[config.mk]
export PLATFORM = sky130hd
export DESIGN_NAME = alu_sout_deserializer_flat
export DESIGN_NICKNAME = d
export VERILOG_FILES = /design/src/rtl/alu_sout_deserializer_if.sv /design/src/rtl/alu_sout_deserializer.sv /design/src/flat_wrapper.sv
export SDC_FILE = /design/constraint.sdc
export NUM_CORES = 1
export LEC_CHECK = 0
export CAP_MARGIN = 20
export CELL_PAD_IN_SITES_DETAIL_PLACEMENT = 1
export CELL_PAD_IN_SITES_GLOBAL_PLACEMENT = 1
export CORE_MARGIN = 2
export CORE_UTILIZATION = 43
export DETAILED_ROUTE_END_ITERATION = 10
export GPL_ROUTABILITY_DRIVEN = 0
export PLACE_DENSITY_LB_ADDON = 0.05
export SLEW_MARGIN = 5
export SYNTH_ARGS = -nofsm -noshare
export SYNTH_HDL_FRONTEND = slang
export SYNTH_SLANG_ARGS = --single-unit
[constraint.sdc]
create_clock -name clk -period 2.9 [get_ports clk]
set_input_delay 0.58 -clock clk [delete_from_list [all_inputs] [get_ports clk]]
set_output_delay 0.58 -clock clk [all_outputs]
set_load 0.005 [all_outputs]
[src/rtl/alu_sout_deserializer_if.sv]
// Receive-side bus of the ALU serial deserializer: serial line in, decoded packets out.
// master = deserializer side, slave = serial source and packet consumer.
interface alu_sout_deserializer_if;
  logic        sout;
  logic        res_valid;
  logic [31:0] res_c;
  logic [3:0]  res_flags;
  logic [2:0]  res_crc;
  logic        crc_ok;
  logic        err_valid;
  logic [2:0]  err_flags;
  logic        parity_ok;
  logic        proto_err;

  modport master (
    input  sout,
    output res_valid, res_c, res_flags, res_crc, crc_ok,
    output err_valid, err_flags, parity_ok, proto_err
  );

  modport slave (
    output sout,
    input  res_valid, res_c, res_flags, res_crc, crc_ok,
    input  err_valid, err_flags, parity_ok, proto_err
  );
endinterface

[src/rtl/alu_sout_deserializer.sv]
// Samples the ALU serial line, reassembles 11-bit frames into result/error packets and
// checks framing, ordering, timeout, CRC3 and error-frame parity.
module alu_sout_deserializer #(
  parameter int unsigned TIMEOUT_CYCLES = 64
) (
  input logic                     clk,
  input logic                     rst,
  alu_sout_deserializer_if.master bus
);

  localparam int unsigned CntW = $clog2(TIMEOUT_CYCLES + 1);

  typedef enum logic [1:0] {StIdle, StShift, StCheck, StResync} state_e;

  state_e          state_q, state_d;
  logic [3:0]      bit_cnt_q, bit_cnt_d;
  logic [9:0]      frame_q, frame_d;
  logic [2:0]      data_cnt_q, data_cnt_d;
  logic [CntW-1:0] idle_cnt_q, idle_cnt_d;
  logic [31:0]     c_q, c_d;

  logic        res_valid_q, res_valid_d;
  logic [31:0] res_c_q, res_c_d;
  logic [3:0]  res_flags_q, res_flags_d;
  logic [2:0]  res_crc_q, res_crc_d;
  logic        crc_ok_q, crc_ok_d;
  logic        err_valid_q, err_valid_d;
  logic [2:0]  err_flags_q, err_flags_d;
  logic        parity_ok_q, parity_ok_d;
  logic        proto_err_q, proto_err_d;

  // Frame register after 10 shifts: {type, payload[7:0], stop}.
  logic            f_type;
  logic [7:0]      payload;
  logic            stop_bit;
  logic [2:0]      crc_calc;
  logic [CntW-1:0] idle_inc;
  logic            timeout_hit;

  function automatic logic [2:0] crc3(input logic [36:0] msg);
    logic [2:0] crc;
    logic       fb;
    crc = '0;
    for (int i = 36; i >= 0; i--) begin
      fb  = crc[2] ^ msg[i];
      crc = {crc[1], crc[0] ^ fb, fb};
    end
    return crc;
  endfunction

  assign f_type      = frame_q[9];
  assign payload     = frame_q[8:1];
  assign stop_bit    = frame_q[0];
  assign crc_calc    = crc3({c_q, 1'b0, payload[6:3]});
  assign idle_inc    = idle_cnt_q + CntW'(1);
  assign timeout_hit = (state_q == StIdle) && (data_cnt_q != 3'd0) &&
                       (idle_inc == CntW'(TIMEOUT_CYCLES));

  always_ff @(posedge clk) begin
    if (rst) begin
      state_q <= StIdle;
    end else begin
      state_q <= state_d;
    end
  end

  always_comb begin
    state_d = state_q;
    unique case (state_q)
      StIdle:   if (!bus.sout) state_d = StShift;
      StShift:  if (bit_cnt_q == 4'd10) state_d = StCheck;
      StCheck:  state_d = stop_bit ? StIdle : StResync;
      StResync: if (bus.sout) state_d = StIdle;
      default:  state_d = StIdle;
    endcase
  end

  always_comb begin
    bit_cnt_d   = bit_cnt_q;
    frame_d     = frame_q;
    data_cnt_d  = data_cnt_q;
    idle_cnt_d  = idle_cnt_q;
    c_d         = c_q;
    res_valid_d = 1'b0;
    res_c_d     = res_c_q;
    res_flags_d = res_flags_q;
    res_crc_d   = res_crc_q;
    crc_ok_d    = crc_ok_q;
    err_valid_d = 1'b0;
    err_flags_d = err_flags_q;
    parity_ok_d = parity_ok_q;
    proto_err_d = 1'b0;
    unique case (state_q)
      StIdle: begin
        if (data_cnt_q != 3'd0) idle_cnt_d = idle_inc;
        // Expiry wins over a coincident start bit; that frame opens a fresh packet.
        if (timeout_hit) begin
          proto_err_d = 1'b1;
          data_cnt_d  = 3'd0;
          idle_cnt_d  = '0;
        end
        if (!bus.sout) begin
          bit_cnt_d  = 4'd1;
          idle_cnt_d = '0;
        end
      end
      StShift: begin
        frame_d   = {frame_q[8:0], bus.sout};
        bit_cnt_d = bit_cnt_q + 4'd1;
      end
      StCheck: begin
        if (!stop_bit) begin
          proto_err_d = 1'b1;
          data_cnt_d  = 3'd0;
        end else if (!f_type) begin
          if (data_cnt_q < 3'd4) begin
            case (data_cnt_q)
              3'd0:    c_d[31:24] = payload;
              3'd1:    c_d[23:16] = payload;
              3'd2:    c_d[15:8]  = payload;
              default: c_d[7:0]   = payload;
            endcase
            data_cnt_d = data_cnt_q + 3'd1;
          end else begin
            proto_err_d = 1'b1;
            data_cnt_d  = 3'd0;
          end
        end else if (!payload[7]) begin
          if (data_cnt_q == 3'd4) begin
            res_valid_d = 1'b1;
            res_c_d     = c_q;
            res_flags_d = payload[6:3];
            res_crc_d   = payload[2:0];
            crc_ok_d    = (payload[2:0] == crc_calc);
          end else begin
            proto_err_d = 1'b1;
          end
          data_cnt_d = 3'd0;
        end else if (data_cnt_q == 3'd0) begin
          err_valid_d = 1'b1;
          err_flags_d = payload[6:4];
          parity_ok_d = (payload[0] == ^payload[7:1]) && (payload[6:4] == payload[3:1]);
        end else begin
          proto_err_d = 1'b1;
          data_cnt_d  = 3'd0;
        end
      end
      default: ;
    endcase
  end

  always_ff @(posedge clk) begin
    if (rst) begin
      bit_cnt_q   <= '0;
      frame_q     <= '0;
      data_cnt_q  <= '0;
      idle_cnt_q  <= '0;
      c_q         <= '0;
      res_valid_q <= 1'b0;
      res_c_q     <= '0;
      res_flags_q <= '0;
      res_crc_q   <= '0;
      crc_ok_q    <= 1'b0;
      err_valid_q <= 1'b0;
      err_flags_q <= '0;
      parity_ok_q <= 1'b0;
      proto_err_q <= 1'b0;
    end else begin
      bit_cnt_q   <= bit_cnt_d;
      frame_q     <= frame_d;
      data_cnt_q  <= data_cnt_d;
      idle_cnt_q  <= idle_cnt_d;
      c_q         <= c_d;
      res_valid_q <= res_valid_d;
      res_c_q     <= res_c_d;
      res_flags_q <= res_flags_d;
      res_crc_q   <= res_crc_d;
      crc_ok_q    <= crc_ok_d;
      err_valid_q <= err_valid_d;
      err_flags_q <= err_flags_d;
      parity_ok_q <= parity_ok_d;
      proto_err_q <= proto_err_d;
    end
  end

  assign bus.res_valid = res_valid_q;
  assign bus.res_c     = res_c_q;
  assign bus.res_flags = res_flags_q;
  assign bus.res_crc   = res_crc_q;
  assign bus.crc_ok    = crc_ok_q;
  assign bus.err_valid = err_valid_q;
  assign bus.err_flags = err_flags_q;
  assign bus.parity_ok = parity_ok_q;
  assign bus.proto_err = proto_err_q;

endmodule

[src/flat_wrapper.sv]
// flat-port wrapper written by rule: the top's interface ports become plain ports
module alu_sout_deserializer_flat 
#(
  parameter int unsigned TIMEOUT_CYCLES = 64
)
  (clk, rst, bus_sout, bus_res_valid, bus_res_c, bus_res_flags, bus_res_crc, bus_crc_ok, bus_err_valid, bus_err_flags, bus_parity_ok, bus_proto_err);
  alu_sout_deserializer_if bus_i ();
  input logic clk;
  input logic rst;
  input wire logic [$bits(bus_i.sout)-1:0] bus_sout;
  output wire logic [$bits(bus_i.res_valid)-1:0] bus_res_valid;
  output wire logic [$bits(bus_i.res_c)-1:0] bus_res_c;
  output wire logic [$bits(bus_i.res_flags)-1:0] bus_res_flags;
  output wire logic [$bits(bus_i.res_crc)-1:0] bus_res_crc;
  output wire logic [$bits(bus_i.crc_ok)-1:0] bus_crc_ok;
  output wire logic [$bits(bus_i.err_valid)-1:0] bus_err_valid;
  output wire logic [$bits(bus_i.err_flags)-1:0] bus_err_flags;
  output wire logic [$bits(bus_i.parity_ok)-1:0] bus_parity_ok;
  output wire logic [$bits(bus_i.proto_err)-1:0] bus_proto_err;
  assign bus_i.sout = bus_sout;
  assign bus_res_valid = bus_i.res_valid;
  assign bus_res_c = bus_i.res_c;
  assign bus_res_flags = bus_i.res_flags;
  assign bus_res_crc = bus_i.res_crc;
  assign bus_crc_ok = bus_i.crc_ok;
  assign bus_err_valid = bus_i.err_valid;
  assign bus_err_flags = bus_i.err_flags;
  assign bus_parity_ok = bus_i.parity_ok;
  assign bus_proto_err = bus_i.proto_err;
  alu_sout_deserializer #(.TIMEOUT_CYCLES(TIMEOUT_CYCLES)) u_core (.clk(clk), .rst(rst), .bus(bus_i));
endmodule
### Word-level counts from Yosys, hierarchy flattened

Index checks and enable logic that the tools add are counted.

* add/sub/neg operators: 3
* magnitude comparators: 1
* equality and inequality tests: 17
* mux-type cells: 27
* bitwise logic cells: 75
* reductions and logical operators: 22

Operators by type and width (count)
* $xor 1x1->1: 70
* $reduce_and 5->1: 6
* $mux 7: 3
* $mux 3: 6
* $reduce_or 5->1: 2
* $mux 1: 9
* $mux 2: 4
* $pmux 2 s4: 1
* $pmux 4 s2: 1
* $add 7x1->7 const B: 1
* $eq 7x7->1 const B: 1
* $reduce_xor 7->1: 1
* $eq 3x3->1: 2
* $pmux 3 s2: 1
* $reduce_and 3->1: 2
* $ne 5x5->1 const B: 1
* $not 1->1: 5
* $add 4x1->4 const B: 1
* $eq 2x2->1 const B: 2
* $eq 4x4->1 const B: 1
* $mux 4: 1
* $ne 2x1->1 const B: 2
* $ne 2x2->1 const B: 2
* $reduce_and 2->1: 2
* other kinds (15): 18

* register bits: 105
* input bits: 3
* output and inout port bits: 47
* word-level logic and storage cells: 163

### Longest topological paths before layout

Gate-level depths: netlist of run 1.

* depth after elaboration: 36
* depth in mapped cells: 9
* gate-level depth less buffers: 9

### Worst setup path after synthesis of run 1

OpenSTA, ideal clock, no wires.

* path kind: register to register
* start: register u_core.c_q[18]
* end: register u_core.crc_ok_q, in the netlist u_core.bus.crc_ok
* library setup time: 88 ps
* arrival: 2542 ps
* required time: 2812 ps
* path slack: 270 ps
* cell stages (with the launch flop): 9
* path buffers: 0
* period minus slack after synthesis: 2630 ps
* path through: dfxtp_1 > xnor3_2 > xor2_4 > xnor3_2 > xnor2_4 > a21oi_2 > or4b_1 > a21o_1 > a311oi_2

* word-level cells in the longest chain between the ends: 25
* elaborated cells between the ends (all ways): 47
* those cells by class: 1 x eq/ne; 46 x bitwise

Ends and longest elaborated chain
* start: declaration: RTL line alu_sout_deserializer.sv:20 `logic [31:0] c_q, c_d;`
* start signal: assignment: RTL line alu_sout_deserializer.sv:158 `c_q <= '0;`
* start signal: assignment: RTL line alu_sout_deserializer.sv:173 `c_q <= c_d;`
* $xor 1x1->1 (*): RTL line alu_sout_deserializer.sv:45 `fb = crc[2] ^ msg[i];`
* $xor 1x1->1: RTL line alu_sout_deserializer.sv:46 `crc = {crc[1], crc[0] ^ fb, fb};`
* $xor 1x1->1: RTL line alu_sout_deserializer.sv:45
* $xor 1x1->1: RTL line alu_sout_deserializer.sv:46
* $xor 1x1->1: RTL line alu_sout_deserializer.sv:45
* $xor 1x1->1: RTL line alu_sout_deserializer.sv:46
* $xor 1x1->1: RTL line alu_sout_deserializer.sv:45
* $xor 1x1->1: RTL line alu_sout_deserializer.sv:46
* [... 9 more ...]
* $xor 1x1->1: RTL line alu_sout_deserializer.sv:46
* $xor 1x1->1: RTL line alu_sout_deserializer.sv:45
* $xor 1x1->1: RTL line alu_sout_deserializer.sv:46
* $xor 1x1->1: RTL line alu_sout_deserializer.sv:45
* $xor 1x1->1: RTL line alu_sout_deserializer.sv:46
* $xor 1x1->1: RTL line alu_sout_deserializer.sv:45
* $xor 1x1->1: RTL line alu_sout_deserializer.sv:46
* $eq 3x3->1 (*): RTL line alu_sout_deserializer.sv:134 `crc_ok_d = (payload[2:0] == crc_calc);`
* end signal: assignment: RTL line alu_sout_deserializer.sv:178 `crc_ok_q <= crc_ok_d;`
* end: declaration: RTL line alu_sout_deserializer.sv:26 `logic crc_ok_q, crc_ok_d;`

Every way passes the cells marked *; elsewhere a longest branch is shown, timed or not.
A chain may end at the register's enable or synchronous reset.

### Worst setup path in the final report of run 1

* start: register u_core.c_q[20]
* end: register u_core.crc_ok_q, in the netlist u_core.bus.crc_ok

* word-level cells in the longest chain between the ends: 27
* elaborated cells between the ends (all ways): 51
* those cells by class: 1 x eq/ne; 50 x bitwise

Ends and longest elaborated chain (RTL line)
* $xor 1x1->1 (*): alu_sout_deserializer.sv:45
* $xor 1x1->1: alu_sout_deserializer.sv:46
* $xor 1x1->1: alu_sout_deserializer.sv:45
* $xor 1x1->1: alu_sout_deserializer.sv:46
* $xor 1x1->1: alu_sout_deserializer.sv:45
* $xor 1x1->1: alu_sout_deserializer.sv:46
* $xor 1x1->1: alu_sout_deserializer.sv:45
* $xor 1x1->1: alu_sout_deserializer.sv:46
* [... 11 more ...]
* $xor 1x1->1: alu_sout_deserializer.sv:46
* $xor 1x1->1: alu_sout_deserializer.sv:45
* $xor 1x1->1: alu_sout_deserializer.sv:46
* $xor 1x1->1: alu_sout_deserializer.sv:45
* $xor 1x1->1: alu_sout_deserializer.sv:46
* $xor 1x1->1: alu_sout_deserializer.sv:45
* $xor 1x1->1: alu_sout_deserializer.sv:46
* $eq 3x3->1 (*): alu_sout_deserializer.sv:134

Marks and branches as above.

==> impl_metrics.py, run 1 <==
metrics = {
    "outcome": {
        "status": "completed",
    },
    "synthesis": {
        "synth_compound_area_share_pct": 13.0,
        "syn_area_per_cell_um2": 8.41,
        "synth_seq_cells": 105,
        "synth_cell_type_count": 45,
        "syn_area_um2": 4810,
        "synthSimpleGateAreaFrac_pct": 21.4,
        "synth_top_area_share_pct": 43.7,
        "yosysSeqAreaShare_pct": 43.7,
        "yosys.area_share.adder_pct": 2.08,
        "synth_largest_area_cell": "dfxtp_1",
        "yosys-top-cells-area": "dfxtp_1 (44%), nand2_1 (10%), a21oi_1 (8.8%)",
        "yosysWarningCount": 0,
        "muxShareOfSynthArea_pct": 2.94,
        "async_reset_ff_share_pct": 0,
        "synth_ff_type": "dfxtp_1",
        "synth_xor_area_share_pct": 12.9,
        "synth_top_family_by_area": "simple AND/OR/NAND/NOR gates",
        "synth-edff-count": 0,
        "syn_nets": 583,
        "synthCells": 572,
    },
    "setup_path": {
        "ff2ff_setup_slack_ns": 0.17,
        "cp-start-kind": "flop",
        "cp.required_ns": 3.20,
        "critical_path_depth": 8,
        "crit_chain": "xor2_2 -> xnor3_2 -> xnor2_4 -> xor2_2 -> a21oi_2 -> or4b_1 -> a21o_1 -> a311oi_2",
        "endpoint_kind": "flop",
        "crit_path_start": "u_core.c_q[20]",
        "critPathMostFrequentCell": "xor2_2",
        "rr_endpoint": "u_core.bus.crc_ok",
        "worstSetupPathType": "reg2reg",
        "cp.arrival_ns": 3.03,
        "crit_buf_inv": 0,
        "worstSetupEndpoint": "u_core.bus.crc_ok",
        "reg2reg_from": "u_core.c_q[20]",
        "path_max_fanout": 5,
        "crit_family": "XOR/XNOR gates",
        "max_stage_delay_ns": 0.53,
        "ff2ff_path_depth": 8,
        "critPathSlowestCell": "xnor3_2",
    },
    "drt": {
        "viasPerCell": 5.32,
        "vias": 4000,
        "drc": 0,
        "final_antenna_net_count": 0,
        "wire_per_inst_um": 17.3,
        "drtIter0Drc": 133,
        "drt_pre_antenna_iters": 4,
        "routed_wl_um": 13000,
    },
    "cells_and_area": {
        "antenna_cells": 0,
        "layout_common_cells": "nand2_1 (131), dfxtp_1 (105), a21oi_1 (85)",
        "drive_gt1_share_pct": 8.66,
        "postLayoutCellArea_um2": 5710,
        "fin_nets": 618,
        "final_common_cell": "nand2_1",
        "syn_to_final_growth_pct": 18.6,
    },
    "floorplan": {
        "die_area_um2": 12100,
        "io_pins": 50,
        "start_util_pct": 44.2,
        "core_um2": 10900,
        "row_count": 38,
        "dieWidth_um": 110,
        "die_h_um": 110,
    },
    "clocking": {
        "cts_made_buffers": 9,
        "cts_buffer_depth": 2,
        "cts_max_level": 3,
        "ctsHoldBuffers": 0,
        "postCtsSetupBuffers": 0,
        "clk_latency_ns": 0.38,
        "cts_tree": "built",
        "clock-sinks": 105,
        "cts_root_buf": "clkbuf_8",
        "clkTransAtPathRegs_ns": 0.10,
        "cts.repair.resized": 0,
    },
    "sta": {
        "relSlewSlack_pct": 52.8,
        "hold_viol_final": 0,
        "finalSetupViolCount": 0,
        "tightestPinTransition_ns": 0.705,
        "maxSlewViolCount": 0,
        "grt_setup_unrepaired": "false",
        "post-route-min-period_ns": 2.73,
        "worst_slack_ns": 0.166,
        "period_share_pct": 94.3,
        "max_freq_ghz": 0.366,
        "fin_setup_tns_ns": 0,
        "fin_skew_ns": 0.0100,
    },
    "min_path": {
        "holdCritPathClass": "reg2reg",
        "min_path_cells": 2,
    },
    "job": {
        "maxCapViolCount": 0,
    },
    "global_route": {
        "grt_antenna_before_repair": 0,
        "gr-total-overflow": 0,
        "grt_usage_pct": 23.1,
        "grt_pass1_wl_um": 21100,
        "grt_max_degree": 41,
        "grt_pass1_vias": 4086,
    },
    "placement": {
        "portBuffers": 49,
        "place_ws_ns": 0.0939,
        "dpl_cell_area_um2": 5430,
        "dp_hpwl_um": 8960,
    },
    "pwr": {
        "p_per_area_nw_per_um2": 458,
        "power_mw": 2.62,
        "ir_drop_mv": 0.393,
        "leakage_nw": 2.04,
    },
}
[kinds of logic (layout without fill, tap and decap cells)]
logic type | after synthesis | in the layout
xor+xnor | 47 | 47
simple gates | 238 | 238
flops | 105 | 105
buf+inv | 47 | 87
mux | 14 | 14
fa+ha+maj | 8 | 8
compound gates | 113 | 113
[metrics by stage]
stage	cells	hold WS [ns]	utilization [%]
5_1_grt	752	0.478	52.4
3_5_place_dp	736	0.450	49.9
6_report	752	0.460	52.4
3_3_place_gp	736	0.442	49.9
4_1_cts	752	0.464	52.1
2_1_floorplan	572	0.445	-
[how the worst min path moves through the flow]
stage,slack [ns],endpoint,startpoint
after global placement,0.44,u_core.bus.res_c[10],u_core.bus.res_c[10]
final,0.46,u_core.bus.res_c[24],u_core.bus.res_c[24]
after floorplan,0.45,u_core.bus.res_c[5],u_core.c_q[5]
after global routing,0.48,u_core.bus.res_c[16],u_core.bus.res_c[16]
after CTS,0.46,u_core.bus.res_c[24],u_core.bus.res_c[24]
after detailed placement,0.45,u_core.bus.res_c[31],u_core.bus.res_c[31]
[sequential cells by signal (all words and copies together) (netlist names)]
register              cells
u_core.bit_cnt_q          4
u_core.bus.crc_ok         1
u_core.bus.err_flags      3
u_core.bus.err_valid      1
u_core.bus.parity_ok      1
u_core.bus.proto_err      1
u_core.bus.res_c         32
u_core.bus.res_crc        3
u_core.bus.res_flags      4
u_core.bus.res_valid      1
u_core.c_q               32
u_core.data_cnt_q         3
u_core.frame_q           10
u_core.idle_cnt_q         7
u_core.state_q            2
[where the power goes]
| group | switching [mW] | leakage [nW] | total [mW] | internal (mW) |
|---|---|---|---|---|
| Clock | 0.497 | 0.121 | 1.10 | 0.601 |
| Combinational | 0.0476 | 1.07 | 0.0646 | 0.0170 |
| Sequential | 0.00794 | 0.846 | 1.45 | 1.45 |
[worst reg2reg max path: cells and delay by family, from the launching register on]
kind            cells  cell delay (ns)
xor+xnor            4             1.24
flops               1             0.40
simple gates        1             0.51
compound gates      3             0.49
[per-layer routing]
layer	global-route usage (%)	up-vias	wire length, um
li1	-	1974	-
met5	0	-	0
met2	38.3	75	6290
met3	5.69	19	454
met1	30.3	1932	6090
met4	5.79	0	191
[area by class of cell]
type                       count  area (um2)
clock inverter                 4        98.8
timing repair buffer          66         616
clock buffer                  12         145
inverter                       5        18.8
multi-input combinational    420        2550
sequential                   105        2100
fill                        1278        5180
tap                          140         175
[synth_stat cells, drive strengths merged (6+ instances only)]
library cell and count:
nor2 39, xnor3 6, mux2i 13, nand3 28
o21ai 8, and3 6, ha 8, clkbuf 31
xor2 11, dfxtp 105, a21oi 86, nand2 131
xnor2 30, buf 11, nor3 12
Note: power is estimated with default switching activity, not from simulation.
==> run 2: changes to the inputs <==
- ABC_AREA: not set -> 0
- CORE_ASPECT_RATIO: not set -> 0.75
==> impl_metrics.py, run 2 (synthesis results as in run 1) <==
metrics = {
    "outcome": {
        "status": "completed",
    },
    "floorplan": {
        "die_area_um2": 12100,
        "start_util_pct": 44.1,
        "core_um2": 10900,
        "dieWidth_um": 126,
        "die_h_um": 95.6,
        "io_pins": 50,
        "row_count": 33,
    },
    "pwr": {
        "power_mw": 2.68,
        "ir_drop_mv": 0.295,
        "switching_power_mw": 0.627,
        "p_clk_share_pct": 43.4,
        "p_per_area_nw_per_um2": 466,
        "internal_power_mw": 2.05,
        "leakage_nw": 2.06,
        "comb_power_share_pct": 2.4,
        "seqPwrFrac_pct": 54.2,
        "swShare_pct": 23.4,
    },
    "cells_and_area": {
        "multiInputGateArea_um2": 2530,
        "final_common_cell": "nand2_1",
        "syn_to_final_growth_pct": 19.4,
        "antenna_cells": 0,
        "postLayoutCellArea_um2": 5750,
        "fin_cells": 752,
        "num-fill-cells": 1286,
        "fin_nets": 618,
        "ff_latch_area_um2": 2100,
        "drive_gt1_share_pct": 8.82,
        "layout_common_cells": "nand2_1 (131), dfxtp_1 (105), a21oi_1 (85)",
    },
    "sta": {
        "hold_viol_final": 0,
        "fin_skew_ns": 0.00584,
        "relSlewSlack_pct": 51.8,
        "finalSetupViolCount": 0,
        "fin_setup_tns_ns": 0,
        "worst_slack_ns": 0.120,
        "period_share_pct": 95.9,
        "maxSlewViolCount": 0,
        "max_freq_ghz": 0.360,
        "post-route-min-period_ns": 2.78,
        "tightestPinTransition_ns": 0.720,
    },
    "placement": {
        "place_ws_ns": 0.118,
        "dp_hpwl_um": 8810,
        "placedCellCount": 731,
        "portBuffers": 49,
        "dpl_cell_area_um2": 5420,
    },
    "drt": {
        "drtIter0Drc": 180,
        "wire_per_inst_um": 17.3,
        "final_antenna_net_count": 0,
        "drc": 0,
        "vias": 4014,
        "routed_wl_um": 13000,
        "viasPerCell": 5.34,
        "drt_pre_antenna_iters": 4,
    },
    "global_route": {
        "grt_usage_pct": 22.2,
        "grt_pass1_vias": 4006,
        "grt_pass1_wl_um": 21000,
        "gr-total-overflow": 0,
        "grt_max_degree": 55,
        "grt_antenna_before_repair": 0,
    },
    "setup_path": {
        "cp.arrival_ns": 3.05,
        "crit_family": "XOR/XNOR gates",
        "endpoint_kind": "flop",
        "max_stage_delay_ns": 0.55,
        "ff2ff_setup_slack_ns": 0.12,
        "cp.required_ns": 3.17,
        "worstSetupPathType": "reg2reg",
        "critPathSlowestCell": "xnor3_2",
        "crit_buf_inv": 0,
        "crit_chain": "xor2_1 -> xnor3_2 -> xnor2_2 -> xor2_2 -> a21oi_2 -> or4b_1 -> a21o_1 -> a311oi_2",
        "cp-start-kind": "flop",
        "path_max_fanout": 5,
    },
    "clocking": {
        "cts_root_buf": "clkbuf_16",
        "clkTransAtPathRegs_ns": 0.07,
        "cts_made_buffers": 9,
        "ctsHoldBuffers": 0,
        "cts_max_level": 3,
        "cts_tree": "built",
        "clk_latency_ns": 0.35,
        "clock-sinks": 105,
        "cts_buffer_depth": 2,
    },
    "min_path": {
        "holdCritPathClass": "reg2reg",
    },
    "job": {
        "maxCapViolCount": 0,
    },
}
==> run 2: cell type report <==
class,count,area share [%]
tap,140,3.05
sequential,105,36.6
inverter,5,0.327
timing repair buffer,66,11.1
multi-input combinational,420,44.0
clock inverter,7,0.958
clock buffer,9,3.92
==> run 2: worst paths after layout <==
kind / end / start / cells after the start
setup / recovery: u_core.bus.crc_ok / u_core.c_q[20] / 8
setup reg to reg: u_core.bus.crc_ok / u_core.c_q[20] / 8
hold / removal: u_core.bus.res_c[16] / u_core.bus.res_c[16] / 2
hold reg to reg: u_core.bus.res_c[16] / u_core.bus.res_c[16] / 2
==> run 2: stage by stage <==
step / hold WS, ns / utilization (%)
6_report: 0.455 / 52.7
3_5_place_dp: 0.449 / 49.7
2_1_floorplan: 0.445 / -
4_1_cts: 0.459 / 52.3
5_1_grt: 0.481 / 52.7
3_3_place_gp: 0.444 / 49.7
==> run 2: power groups by stage <==
| stage | registers [mW] | clock network [mW] | logic [mW] |
|---|---|---|---|
| floorplan | 1.48 | 0 | 0.0490 |
| global placement | 1.49 | 0 | 0.0617 |
| detailed placement | 1.49 | 0 | 0.0623 |
| CTS | 1.45 | 1.19 | 0.0626 |
| global route | 1.45 | 1.24 | 0.0707 |
| finish | 1.45 | 1.16 | 0.0632 |
==> run 2: per-layer routing <==
| layer | up-vias | GRT usage, % | wire, um |
|---|---|---|---|
| li1 | 1979 | - | - |
| met1 | 1950 | 30.5 | 6430 |
| met2 | 75 | 35.8 | 5950 |
| met3 | 10 | 4.71 | 505 |
| met4 | 0 | 6.14 | 130 |
| met5 | - | 0 | 0 |
==> run 2: timing repair <==
item | CTS | global route
setup endpoints to repair | 0 | 1
endpoints found under the hold margin | 0 | 0
resized for setup | 0 | 2
buffers inserted | 0 | 5
==> run 2: worst min-delay path: stages (launching register included) <==
cell and delay, ns:
dfxtp_1 0.31, nand2_1 0.05, a21oi_1 0.05
